## src/rtl/fetch_pkg.sv

```systemverilog
// Shared types and defaults for the program fetch sequencer.
package fetch_pkg;
  localparam int ADDR_W_DEF = 12;
  localparam int DATA_W_DEF = 8;
  localparam int NIB_W      = DATA_W_DEF / 2;

  typedef enum logic [1:0] {
    ST_IDLE  = 2'd0,
    ST_ISSUE = 2'd1,
    ST_WAIT  = 2'd2,
    ST_HOLD  = 2'd3
  } fetch_state_e;
endpackage

```

## src/rtl/program_counter.sv

```systemverilog
// Program counter: branch load beats increment; wrap pulses for the cycle after 2**ADDR_W-1 -> 0.
module program_counter #(
  parameter int ADDR_W = 12
) (
  input  logic              clk,
  input  logic              rst_n,
  input  logic              load,
  input  logic [ADDR_W-1:0] load_addr,
  input  logic              inc,
  output logic [ADDR_W-1:0] pc,
  output logic              wrap
);
  always_ff @(posedge clk or negedge rst_n) begin
    if (!rst_n) begin
      pc   <= '0;
      wrap <= 1'b0;
    end else begin
      wrap <= 1'b0;
      if (load) begin
        pc <= load_addr;
      end else if (inc) begin
        pc   <= pc + ADDR_W'(1);
        wrap <= &pc;
      end
    end
  end
endmodule

```

## src/rtl/program_fetch.sv

```systemverilog
// Fetch sequencer: drives ROM address from the PC, captures the returned byte and
// offers it to the decoder as instr/oprnd nibbles under valid/ready.
module program_fetch
  import fetch_pkg::*;
#(
  parameter int ADDR_W  = ADDR_W_DEF,
  parameter int DATA_W  = DATA_W_DEF,
  parameter int ROM_LAT = 0
) (
  input  logic                clk,
  input  logic                rst_n,
  input  logic                enable,
  input  logic                load,
  input  logic [ADDR_W-1:0]   load_addr,
  output logic [ADDR_W-1:0]   rom_addr,
  input  logic [DATA_W-1:0]   rom_data,
  output logic                instr_valid,
  input  logic                instr_ready,
  output logic [DATA_W/2-1:0] instr,
  output logic [DATA_W/2-1:0] oprnd,
  output logic [ADDR_W-1:0]   fetch_pc,
  output logic                pc_wrap
);
  localparam int HALF = DATA_W / 2;

  fetch_state_e        state;
  logic [DATA_W-1:0]   fetch_reg;
  logic                cap;

  // Capture edge is ISSUE for a combinational ROM, WAIT for a registered one.
  assign cap = !load && ((state == ST_ISSUE && ROM_LAT == 0) || state == ST_WAIT);

  program_counter #(.ADDR_W(ADDR_W)) u_pc (
    .clk       (clk),
    .rst_n     (rst_n),
    .load      (load),
    .load_addr (load_addr),
    .inc       (cap),
    .pc        (rom_addr),
    .wrap      (pc_wrap)
  );

  always_ff @(posedge clk or negedge rst_n) begin
    if (!rst_n) begin
      state       <= ST_IDLE;
      fetch_reg   <= '0;
      fetch_pc    <= '0;
      instr_valid <= 1'b0;
    end else if (load) begin
      // Branch flushes whatever is in flight or held; a same-edge handshake still counts.
      state       <= enable ? ST_ISSUE : ST_IDLE;
      instr_valid <= 1'b0;
    end else begin
      if (cap) begin
        fetch_reg <= rom_data;
        fetch_pc  <= rom_addr;
      end
      case (state)
        ST_IDLE:  if (enable) state <= ST_ISSUE;
        ST_ISSUE: begin
          if (ROM_LAT == 0) begin
            state       <= ST_HOLD;
            instr_valid <= 1'b1;
          end else begin
            state <= ST_WAIT;
          end
        end
        ST_WAIT: begin
          state       <= ST_HOLD;
          instr_valid <= 1'b1;
        end
        ST_HOLD: begin
          if (instr_ready) begin
            state       <= enable ? ST_ISSUE : ST_IDLE;
            instr_valid <= 1'b0;
          end
        end
        default: state <= ST_IDLE;
      endcase
    end
  end

  assign instr = fetch_reg[DATA_W-1:HALF];
  assign oprnd = fetch_reg[HALF-1:0];
endmodule
```

## config.mk

```make
export PLATFORM = sky130hd
export DESIGN_NAME = program_fetch
export DESIGN_NICKNAME = d
export VERILOG_FILES = /design/src/rtl/fetch_pkg.sv /design/src/rtl/program_counter.sv /design/src/rtl/program_fetch.sv
export SDC_FILE = /design/constraint.sdc
export NUM_CORES = 1
export LEC_CHECK = 0
export ABC_AREA = 1
export BUFFER_PORTS_ARGS = -buffer_cell sky130_fd_sc_hd__buf_2
export CAP_MARGIN = 15
export CORE_ASPECT_RATIO = 1.5
export CORE_MARGIN = 4
export CORE_UTILIZATION = 40
export CTS_CLUSTER_SIZE = 8
export DETAILED_ROUTE_END_ITERATION = 12
export HOLD_SLACK_MARGIN = 0.12
export PLACE_DENSITY = 0.66
export SETUP_SLACK_MARGIN = 0.05
export SLEW_MARGIN = 20
export SYNTH_ARGS = -nofsm -noshare
export SYNTH_HDL_FRONTEND = slang
export SYNTH_SLANG_ARGS = --single-unit
```

## constraint.sdc

```tcl
create_clock -name clk -period 1.6 [get_ports clk]
set_input_delay 0.24 -clock clk [delete_from_list [all_inputs] [get_ports clk]]
set_output_delay 0.24 -clock clk [all_outputs]
set_load 0.005 [all_outputs]
```

# --- Word level (Yosys, flattened, before mapping) ---
# Index checks and enable logic that the tools add are counted.
word_totals:
  out_inout_bits: 34
  regBits: 36
op_classes:
  addsub: 1
  n_reduce_logical: 11
  n_mux: 12
  n_bitwise: 1
  eq_ne: 5
ops:
  columns: ["op", "n"]
  rows:
  - ["12-bit 2-to-1 mux", 2]
  - ["12-bit by 1-bit adder with 12-bit output (second input constant)", 1]
  - ["12-bit AND reduction", 1]
  - ["2-bit 2-to-1 mux", 3]
  - ["3-bit != test (second input constant)", 2]
  - ["2-bit case mux with 3 select lines", 1]
  - ["2-bit AND reduction", 3]
  - ["1-bit 2-to-1 mux", 5]
  - ["2-bit == test (second input constant)", 2]
  - ["3-bit nonzero test", 1]
  - ["2-bit by 1-bit == test with 1-bit output (second input constant)", 1]
  - ["2-bit zero test", 1]
  - ["1-bit case mux with 2 select lines", 1]
  - ["2-bit nonzero test", 1]
  - ["2-bit OR reduction", 1]
  - ["1-bit logical AND", 1]
  - ["1-bit zero test", 1]
  - ["1-bit logical OR", 1]
  - ["1-bit NOT", 1]

# --- Longest topological paths before layout ---
# Gate-level depths: netlist of the first run.
logic_depth:
  word_depth: 5
  ltp_mapped: 7
  depth_no_buf: 7

# --- Modules after synthesis ---
# A second synthesis of the first run with hierarchy kept.
unflattened:
  hier_cells: 216
  area_unflattened_um2: 1791.7
by_module_without_submodules:
  columns: ["module", "instances", "cells_each", "area_per_inst_um2"]
  rows:
  - ["program_fetch", 1, 113, 996.0]
  - ["program_counter", 1, 103, 795.8]

# --- Worst setup path before layout of the first run ---
# No wires, ideal clock.
synth_timing:
  path_type: "register to register"
  from: "register state[1]"
  to: "register u_pc.pc[10]"
  path_stages_with_launch: 7
  t_arrival_ns: 1.176
  required_ns: 1.473
  setup_ns: 0.127
  path_slack_ns: 0.297
  cell_sequence: "dfrtp_1 > inv_1 > ha_1 > nor2_1 > buf_2 > a22oi_1 > nand3_1"
synth_via:
  elab_chain_cells: 4
  word_cells_on_any_way: 5
synth_rtl:
  columns: ["item", "line_no", "text"]
  rows:
  - ["start, declared", "program_fetch.sv:26", "fetch_state_e state;"]
  - ["start signal, assigned", "program_fetch.sv:51", "state <= enable ? ST_ISSUE : ST_IDLE;"]
  - ["start signal, assigned", "program_fetch.sv:74", "state <= enable ? ST_ISSUE : ST_IDLE;"]
  - ["2-bit by 1-bit == test with 1-bit output / 2-bit == test (equally long branches)", "program_fetch.sv:31", "assign cap = !load && ((state == ST_ISSUE && ROM_LAT == 0) || state == ST_WAIT);"]
  - ["1-bit logical OR (*)", "program_fetch.sv:31", null]
  - ["1-bit logical AND (*)", "program_fetch.sv:31", null]
  - ["2-bit nonzero test (no line) (*)", null, null]
  - ["end signal, assigned", "program_counter.sv:20", "pc <= load_addr;"]
  - ["end signal, assigned", "program_counter.sv:22", "pc <= pc + ADDR_W'(1);"]
  - ["end, declared", "program_counter.sv:10", "output logic [ADDR_W-1:0] pc,"]
# Mark *: on every way between the ends. The rest lies on a longest branch, timed or not.
# A chain may end at the register's enable or synchronous reset.

# --- Worst setup path in the final report of the first run ---
layout_timing:
  from: "register state[0]"
  to: "register fetch_reg[0]"
layout_via:
  elab_chain_cells: 4
  word_cells_on_any_way: 5
layout_rtl:
  columns: ["item", "line_no", "text"]
  rows:
  - ["2-bit by 1-bit == test with 1-bit output / 2-bit == test (equally long branches)", "program_fetch.sv:31", null]
  - ["1-bit logical OR (*)", "program_fetch.sv:31", null]
  - ["1-bit logical AND (*)", "program_fetch.sv:31", null]
  - ["2-bit AND reduction (no line) (*)", null, null]
  - ["end signal, assigned", "program_fetch.sv:55", "fetch_reg <= rom_data;"]
  - ["end, declared", "program_fetch.sv:27", "logic [DATA_W-1:0] fetch_reg;"]
# Marked as above.

==> results of run 1 <==
-- power by group --
group	leakage (uW)	switching [uW]	internal [uW]	total [uW]
Clock	0.0000455	294	351	645
Combinational	0.000658	954	714	1670
Sequential	0.000442	343	1320	1660
Total	0.00115	1590	2380	3980
-- cell families after synthesis --
family | share of synthesized area [%]
buffers and inverters | 6.67
adders and majority gates | 2.93
and+or+nand+nor | 28.4
AOI/OAI and AO/OA | 9.23
DFF | 52.7
-- worst min-delay path by stage --
stage,start,slack [ns],cells after the start,end
6_report,rom_data[4],0.15,3,fetch_reg[4]$_DFFE_PN0P_
2_1_floorplan,rst_n,-0.06,0,fetch_pc[0]$_DFFE_PN0P_
4_1_cts,rom_data[7],0.15,3,fetch_reg[7]$_DFFE_PN0P_
3_5_place_dp,rst_n,0.31,2,fetch_pc[9]$_DFFE_PN0P_
3_3_place_gp,rst_n,0.31,2,fetch_pc[9]$_DFFE_PN0P_
5_1_grt,rom_data[1],0.15,3,fetch_reg[1]$_DFFE_PN0P_
-- layer usage --
metal	global-route usage, %	vias to the layer above	wire length, um
met3	4.42	4	302
met2	29.6	54	2190
met1	20.1	753	1620
met4	5.79	0	46
li1	-	800	-
met5	0	-	0
-- cell usage in the layout, fill, tap and decap left out --
master	synthesis	final
sky130_fd_sc_hd__clkbuf_8	0	6
sky130_fd_sc_hd__inv_6	0	1
sky130_fd_sc_hd__inv_2	2	1
sky130_fd_sc_hd__o21ai_0	15	15
sky130_fd_sc_hd__nand3b_1	1	1
sky130_fd_sc_hd__ha_4	0	1
sky130_fd_sc_hd__buf_4	1	4
sky130_fd_sc_hd__a21oi_1	2	2
sky130_fd_sc_hd__ha_1	4	3
sky130_fd_sc_hd__inv_1	15	15
sky130_fd_sc_hd__nand3_1	20	20
sky130_fd_sc_hd__buf_6	2	1
sky130_fd_sc_hd__nand2_1	62	62
sky130_fd_sc_hd__nand2_4	1	1
sky130_fd_sc_hd__nor2_2	1	1
sky130_fd_sc_hd__buf_2	4	58
sky130_fd_sc_hd__o211ai_1	1	1
sky130_fd_sc_hd__o21ai_1	1	1
sky130_fd_sc_hd__dfrtp_1	36	36
sky130_fd_sc_hd__a22oi_1	8	8
sky130_fd_sc_hd__dlygate4sd3_1	0	1
sky130_fd_sc_hd__nand4_1	6	6
sky130_fd_sc_hd__clkbuf_1	0	2
sky130_fd_sc_hd__nor2_1	24	24
-- final cells by class --
| class | instances | area [um2] | share of cell area [%] |
|---|---|---|---|
| Tap cell | 45 | 56.3 | 2.60 |
| Sequential cell | 36 | 901 | 41.6 |
| Inverter | 17 | 68.8 | 3.18 |
| Clock buffer | 8 | 90.1 | 4.16 |
| Multi-Input combinational cell | 146 | 706 | 32.6 |
| Timing Repair Buffer | 64 | 342 | 15.8 |
-- timing repair --
| action | CTS | global route |
|---|---|---|
| gates resized for setup | 0 | 5 |
| endpoints found under the setup margin | 0 | 26 |
| endpoints found under the hold margin | 36 | 0 |
| hold buffers | 1 | 0 |
-- critical path: cells and delay by family, from the launching register on --
family | cells | cell delay [ns]
and+or+nand+nor | 3 | 0.25
DFF | 1 | 0.38
adders and majority gates | 1 | 0.24
buffers and inverters | 3 | 0.40
-- through the flow --
stage / hold WS [ns] / std cells / utilization [%] / power (uW) / setup WS [ns]
5_1_grt: 0.154 / 316 / 53.7 / 4390 / 0.0915
3_5_place_dp: 0.306 / 307 / 50.7 / 3320 / 0.0783
6_report: 0.152 / 316 / 53.7 / 3980 / 0.219
2_1_floorplan: -0.0556 / 206 / - / 2620 / 0.297
4_1_cts: 0.146 / 316 / 53.2 / 3970 / 0.0617
3_3_place_gp: 0.311 / 307 / 50.7 / 3270 / 0.121
==> results.txt, run 1 <==
----------------------------------------------------
[Finish]
  Share of layout cells above drive strength 1 ... 27.3%
  Area growth syn-to-layout ... 26.7%
  Number of antenna cells inserted ... 0
  Filler instances ... 384
  Layout Nets ... 299
  Final design area excluding fillers ... 2160 um2

[GRT]
  Overall Global Routing Usage ... 17.1%
  Number of antenna violations at the first check in global routing ... 0
  Vias in the first global route ... 1577
  Largest net degree at the start of global routing ... 37
  First-pass GRT wire length ... 6960 um
  Sum of overflow across all layers after global routing ... 0

[Setup path]
  Crit. End Element ... register
  Arrival time reported for the critical path endpoint ... 1.55 ns
  Peak fanout along the critical path ... 16
  R2R setup slack ... 0.22 ns
  Critical path's largest stage delay ... 0.38 ns
  Class of the most critical setup path ... reg2reg
  Cell repeated most along the worst path ... sky130_fd_sc_hd__nand2_1
  R2R cell count ... 7
  Crit path required time ... 1.77 ns
  Crit-path cells ... inv_1 -> ha_4 -> nand2_4 -> inv_6 -> buf_4 -> nand2_1 -> nand2_1
  First element of the critical path ... state[0]$_DFFE_PN0P_
  Capture instance of the worst register-to-register path ... fetch_reg[0]$_DFFE_PN0P_
  Setup crit end ... fetch_reg[0]$_DFFE_PN0P_
  CP max-delay cell ... sky130_fd_sc_hd__dfrtp_1
  Critical path launch point type ... register
  RR Startpoint ... state[0]$_DFFE_PN0P_

[Synth]
  Net count after synthesis ... 235
  Number of warnings reported in the yosys synthesis log ... 0
  Number of distinct library cells after synthesis ... 19
  Proportion of synthesized flip-flops having asynchronous set or reset ... 100%
  Count of flip-flops with a built-in enable after synthesis ... 0
  Commonest register cell after synthesis ... sky130_fd_sc_hd__dfrtp_1
  Most frequent cells after synthesis ... sky130_fd_sc_hd__nand2_1, sky130_fd_sc_hd__dfrtp_1, sky130_fd_sc_hd__nor2_1
  Area contributors post-synth ... sky130_fd_sc_hd__dfrtp_1, sky130_fd_sc_hd__nand2_1, sky130_fd_sc_hd__nand3_1
  Synth Area per Inst ... 8.29 um2
  Area fraction of the dominant cell type after synthesis ... 52.7%
  Number of instances in the synthesized netlist ... 206
  Most repeated cell in the gate-level netlist after synthesis ... sky130_fd_sc_hd__nand2_1
  Area of the mapped netlist ... 1710 um2
  Total of flip-flops plus latches after synthesis ... 36
  Biggest area consumer among synthesized cells ... sky130_fd_sc_hd__dfrtp_1
  Part of the Yosys area used for sequential elements ... 52.7%

[Floorplanning]
  Die Ht ... 88.0 um
  DIE AREA ... 5400 um2
  Initial Util ... 42.4%
  Count of standard-cell rows ... 28
  I/O pin total ... 59
  Area of the core ... 4030 um2
  Floorplan die width ... 61.4 um

[Timing]
  Transition time of the tightest slew-check pin ... 0.447 ns
  Worst clock skew on the final layout ... 0.00668 ns
  Slew Viols, Final ... 0
  Final clock period utilization by the worst path ... 86.3%
  Unrepaired setup endpoints after global routing ... false
  Count of final hold-check violations ... 0
  Maximum clock rate ... 724 MHz
  Worst max-slew margin expressed relative to the limit ... 70.2%
  Final setup fails ... 0
  Final setup TNS ... 0 ns
  Min cycle time layout ... 1.38 ns

[Clock network]
  Max Root-Sink Buffers ... 2
  Clock sink total ... 36
  Number of clock buffers inserted by TritonCTS ... 5
  Clock Latency Late Sink ... 0.28 ns
  Post-CTS clock slew at the launch and capture registers of the worst setup and hold paths ... 0.06 ns
  TritonCTS clock tree ... built
  Count of H-tree levels built during CTS ... 2
  Root buffer cell ... sky130_fd_sc_hd__clkbuf_8
  Setup repair bufs after CTS ... 0

[Placement]
  Placed cell areas ... 2040 um2
  Placed wire-length estimate ... 3130 um
  # port buffers ... 58
  Placer congestion estimate ... 0.813

[Detailed routing]
  Final routed wirelength across all metal layers ... 4160 um
  Ratio of routed vias to standard cells ... 5.10
  Antenna viol nets, final ... 0
  DR vias ... 1611
  Routed len/inst ... 13.2 um
  Total DRC errors in the routed layout ... 0
  Initial DRC Count ... 52
  Count of TritonRoute iterations in the first routing pass ... 4

[Power]
  IR Drop Worst-Case VDD ... 1080 uV
  Static power due to leakage ... 0.00115 uW
  Power per Cell Area ... 1840 nW/um2

[Run status]
  Run status ... completed

[Job]
  Max-capacitance violation count ... 0

[Hold path]
  Hold WC Path Type ... in2reg

----------------------------------------------------
Note: power is estimated with default switching activity, not from simulation.
==> run 2, diff against run 1 <==
CORE_UTILIZATION = 49   (was 40)
PLACE_DENSITY = 0.78   (was 0.66)
==> run 2 against run 1 <==
Effect of this change: flip-flop and latch count unchanged; maximum frequency shrank 5.8%; non-clock buffer count rose by 2; clock skew barely moved; critical path depth unchanged; design area grew 1.1%; count of clock-buffer cells in the layout is 3 lower; clock power grew 22%.
==> results.txt, run 2 (synthesis results as in run 1) <==
----------------------------------------------------
[Floorplanning]
  DIE AREA ... 4510 um2 (was 5400 um2)
  Area of the core ... 3380 um2 (was 4030 um2)
  Die Ht ... 80.3 um (was 88.0 um)
  Initial Util ... 50.5% (was 42.4%)
  Floorplan die width ... 56.2 um (was 61.4 um)
  I/O pin total ... 59 (unchanged)
  Count of standard-cell rows ... 26 (was 28)

[Timing]
  Maximum clock rate ... 682 MHz (was 724 MHz)
  Slew Viols, Final ... 0 (unchanged)
  Min Hold Slack ... 0.140 ns (was 0.152 ns)
  Count of final hold-check violations ... 0 (unchanged)
  Final setup fails ... 0 (unchanged)
  Final setup TNS ... 0 ns (unchanged)
  Worst clock skew on the final layout ... 0.00650 ns (was 0.00668 ns)
  Final clock period utilization by the worst path ... 91.6% (was 86.3%)
  Transition time of the tightest slew-check pin ... 0.448 ns (was 0.447 ns)
  Min cycle time layout ... 1.47 ns (was 1.38 ns)
  Worst max-slew margin expressed relative to the limit ... 70.2% (about the same)
  Unrepaired setup endpoints after global routing ... false (unchanged)

[Setup path]
  Crit. End Element ... register (unchanged)
  Critical path launch point type ... register (unchanged)
  Arrival time reported for the critical path endpoint ... 1.63 ns (was 1.55 ns)
  Peak fanout along the critical path ... 14 (was 16)
  Class of the most critical setup path ... reg2reg (unchanged)
  Crit path required time ... 1.76 ns (was 1.77 ns)

[Hold path]
  Hold WC Path Type ... in2reg (unchanged)

[Clock network]
  TritonCTS clock tree ... built (unchanged)
  Clock sink total ... 36 (unchanged)
  Post-CTS clock slew at the launch and capture registers of the worst setup and hold paths ... 0.07 ns (was 0.06 ns)
  Setup repair bufs after CTS ... 0 (unchanged)
  Root buffer cell ... sky130_fd_sc_hd__clkbuf_8 (unchanged)
  Clock Latency Late Sink ... 0.29 ns (was 0.28 ns)
  Count of H-tree levels built during CTS ... 2 (unchanged)
  Max Root-Sink Buffers ... 2 (unchanged)
  Number of clock buffers inserted by TritonCTS ... 5 (unchanged)

[GRT]
  Number of antenna violations at the first check in global routing ... 0 (unchanged)
  Vias in the first global route ... 1627 (was 1577)
  Sum of overflow across all layers after global routing ... 0 (unchanged)
  First-pass GRT wire length ... 7110 um (was 6960 um)
  Largest net degree at the start of global routing ... 37 (unchanged)
  Overall Global Routing Usage ... 20.3% (was 17.1%)

[Placement]
  # port buffers ... 58 (unchanged)
  Placer congestion estimate ... 0.824 (was 0.813)
  Placed wire-length estimate ... 3120 um (was 3130 um)
  Cell Count Post-Placement ... 306 (was 307)

[Job]
  Max-capacitance violation count ... 0 (unchanged)

[Finish]
  Share of layout cells above drive strength 1 ... 28.6% (was 27.3%)
  Layout Nets ... 301 (was 299)
  Number of antenna cells inserted ... 0 (unchanged)
  Final std cells w/o fill ... 315 (was 316)
  Most common cell after layout, fill and taps aside ... sky130_fd_sc_hd__nand2_1 (unchanged)
  Area growth syn-to-layout ... 28.1% (was 26.7%)
  Commonest non-fill, non-tap cells in the layout ... sky130_fd_sc_hd__nand2_1, sky130_fd_sc_hd__buf_2, sky130_fd_sc_hd__dfrtp_1 (unchanged)

[Detailed routing]
  Total DRC errors in the routed layout ... 0 (unchanged)
  Initial DRC Count ... 35 (was 52)
  DR vias ... 1631 (was 1611)
  Ratio of routed vias to standard cells ... 5.18 (was 5.10)
  Routed len/inst ... 13.3 um (was 13.2 um)
  Antenna viol nets, final ... 0 (unchanged)
  Final routed wirelength across all metal layers ... 4180 um (was 4160 um)
  Count of TritonRoute iterations in the first routing pass ... 5 (was 4)

[Run status]
  Run status ... completed (unchanged)

[Power]
  Static power due to leakage ... 0.00116 uW (was 0.00115 uW)
  IR Drop Worst-Case VDD ... 1070 uV (was 1080 uV)
  Power per Cell Area ... 1890 nW/um2 (was 1840 nW/um2)

----------------------------------------------------
## run 2: stage by stage
stage	setup WS, ns	instance area (um2)	power, uW	util (%)
2_1_floorplan	0.297	1710	2620	-
3_3_place_gp	0.164	2050	3290	60.7
3_5_place_dp	0.0799	2050	3350	60.7
4_1_cts	0.0743	2170	4150	64.3
5_1_grt	0.0745	2190	4510	64.6
6_report	0.134	2190	4140	64.6
## run 2: worst paths after layout
check / from / endpoint / slack, ns / cells past startpoint
max: state[0]$_DFFE_PN0P_ / u_pc.pc[6]$_DFFE_PN0P_ / 0.13 / 7
min: rom_data[2] / fetch_reg[2]$_DFFE_PN0P_ / 0.14 / 3
max reg2reg: state[0]$_DFFE_PN0P_ / u_pc.pc[6]$_DFFE_PN0P_ / 0.13 / 7
min reg2reg: fetch_reg[2]$_DFFE_PN0P_ / fetch_reg[2]$_DFFE_PN0P_ / 0.48 / 2
max in group asynchronous: rst_n / u_pc.pc[8]$_DFFE_PN0P_ / 0.76 / 3
min in group asynchronous: rst_n / fetch_pc[6]$_DFFE_PN0P_ / 0.51 / 3
## run 2: repair_timing
action                                  in CTS  in global routing
resized for setup                            0                  1
endpoints found under the setup margin       0                  8
hold buffers                                 1                  0
endpoints found under the hold margin       36                  0
## run 2: report_power, final
| group | internal (uW) | switching (uW) | total [uW] |
|---|---|---|---|
| Combinational | 729 | 970 | 1700 |
| Clock | 461 | 324 | 785 |
| Sequential | 1320 | 339 | 1660 |
## run 2: final cells by class
class | count | area [um2]
Clock buffer | 5 | 68.8
Clock inverter | 3 | 42.5
Fill cell | 342 | 1200
Inverter | 17 | 63.8
Multi-Input combinational cell | 146 | 706
Sequential cell | 36 | 901
Tap cell | 42 | 52.6
Timing Repair Buffer | 66 | 353
## run 2: metal layers
layer / GRT usage [%] / wire (um) / vias up
li1: - / - / 802
met1: 23.2 / 1550 / 752
met2: 36.5 / 2230 / 68
met3: 5.14 / 340 / 9
met4: 6.65 / 57 / 0
met5: 0 / 0 / -
## run 2: critical path, stage by stage, from the launching register on
cell and delay (ns):
sky130_fd_sc_hd__dfrtp_1 0.38, sky130_fd_sc_hd__inv_1 0.14, sky130_fd_sc_hd__ha_4 0.24, sky130_fd_sc_hd__nand2_4 0.15, sky130_fd_sc_hd__inv_2 0.07, sky130_fd_sc_hd__buf_4 0.18, sky130_fd_sc_hd__nand3_1 0.09, sky130_fd_sc_hd__nand3_1 0.09
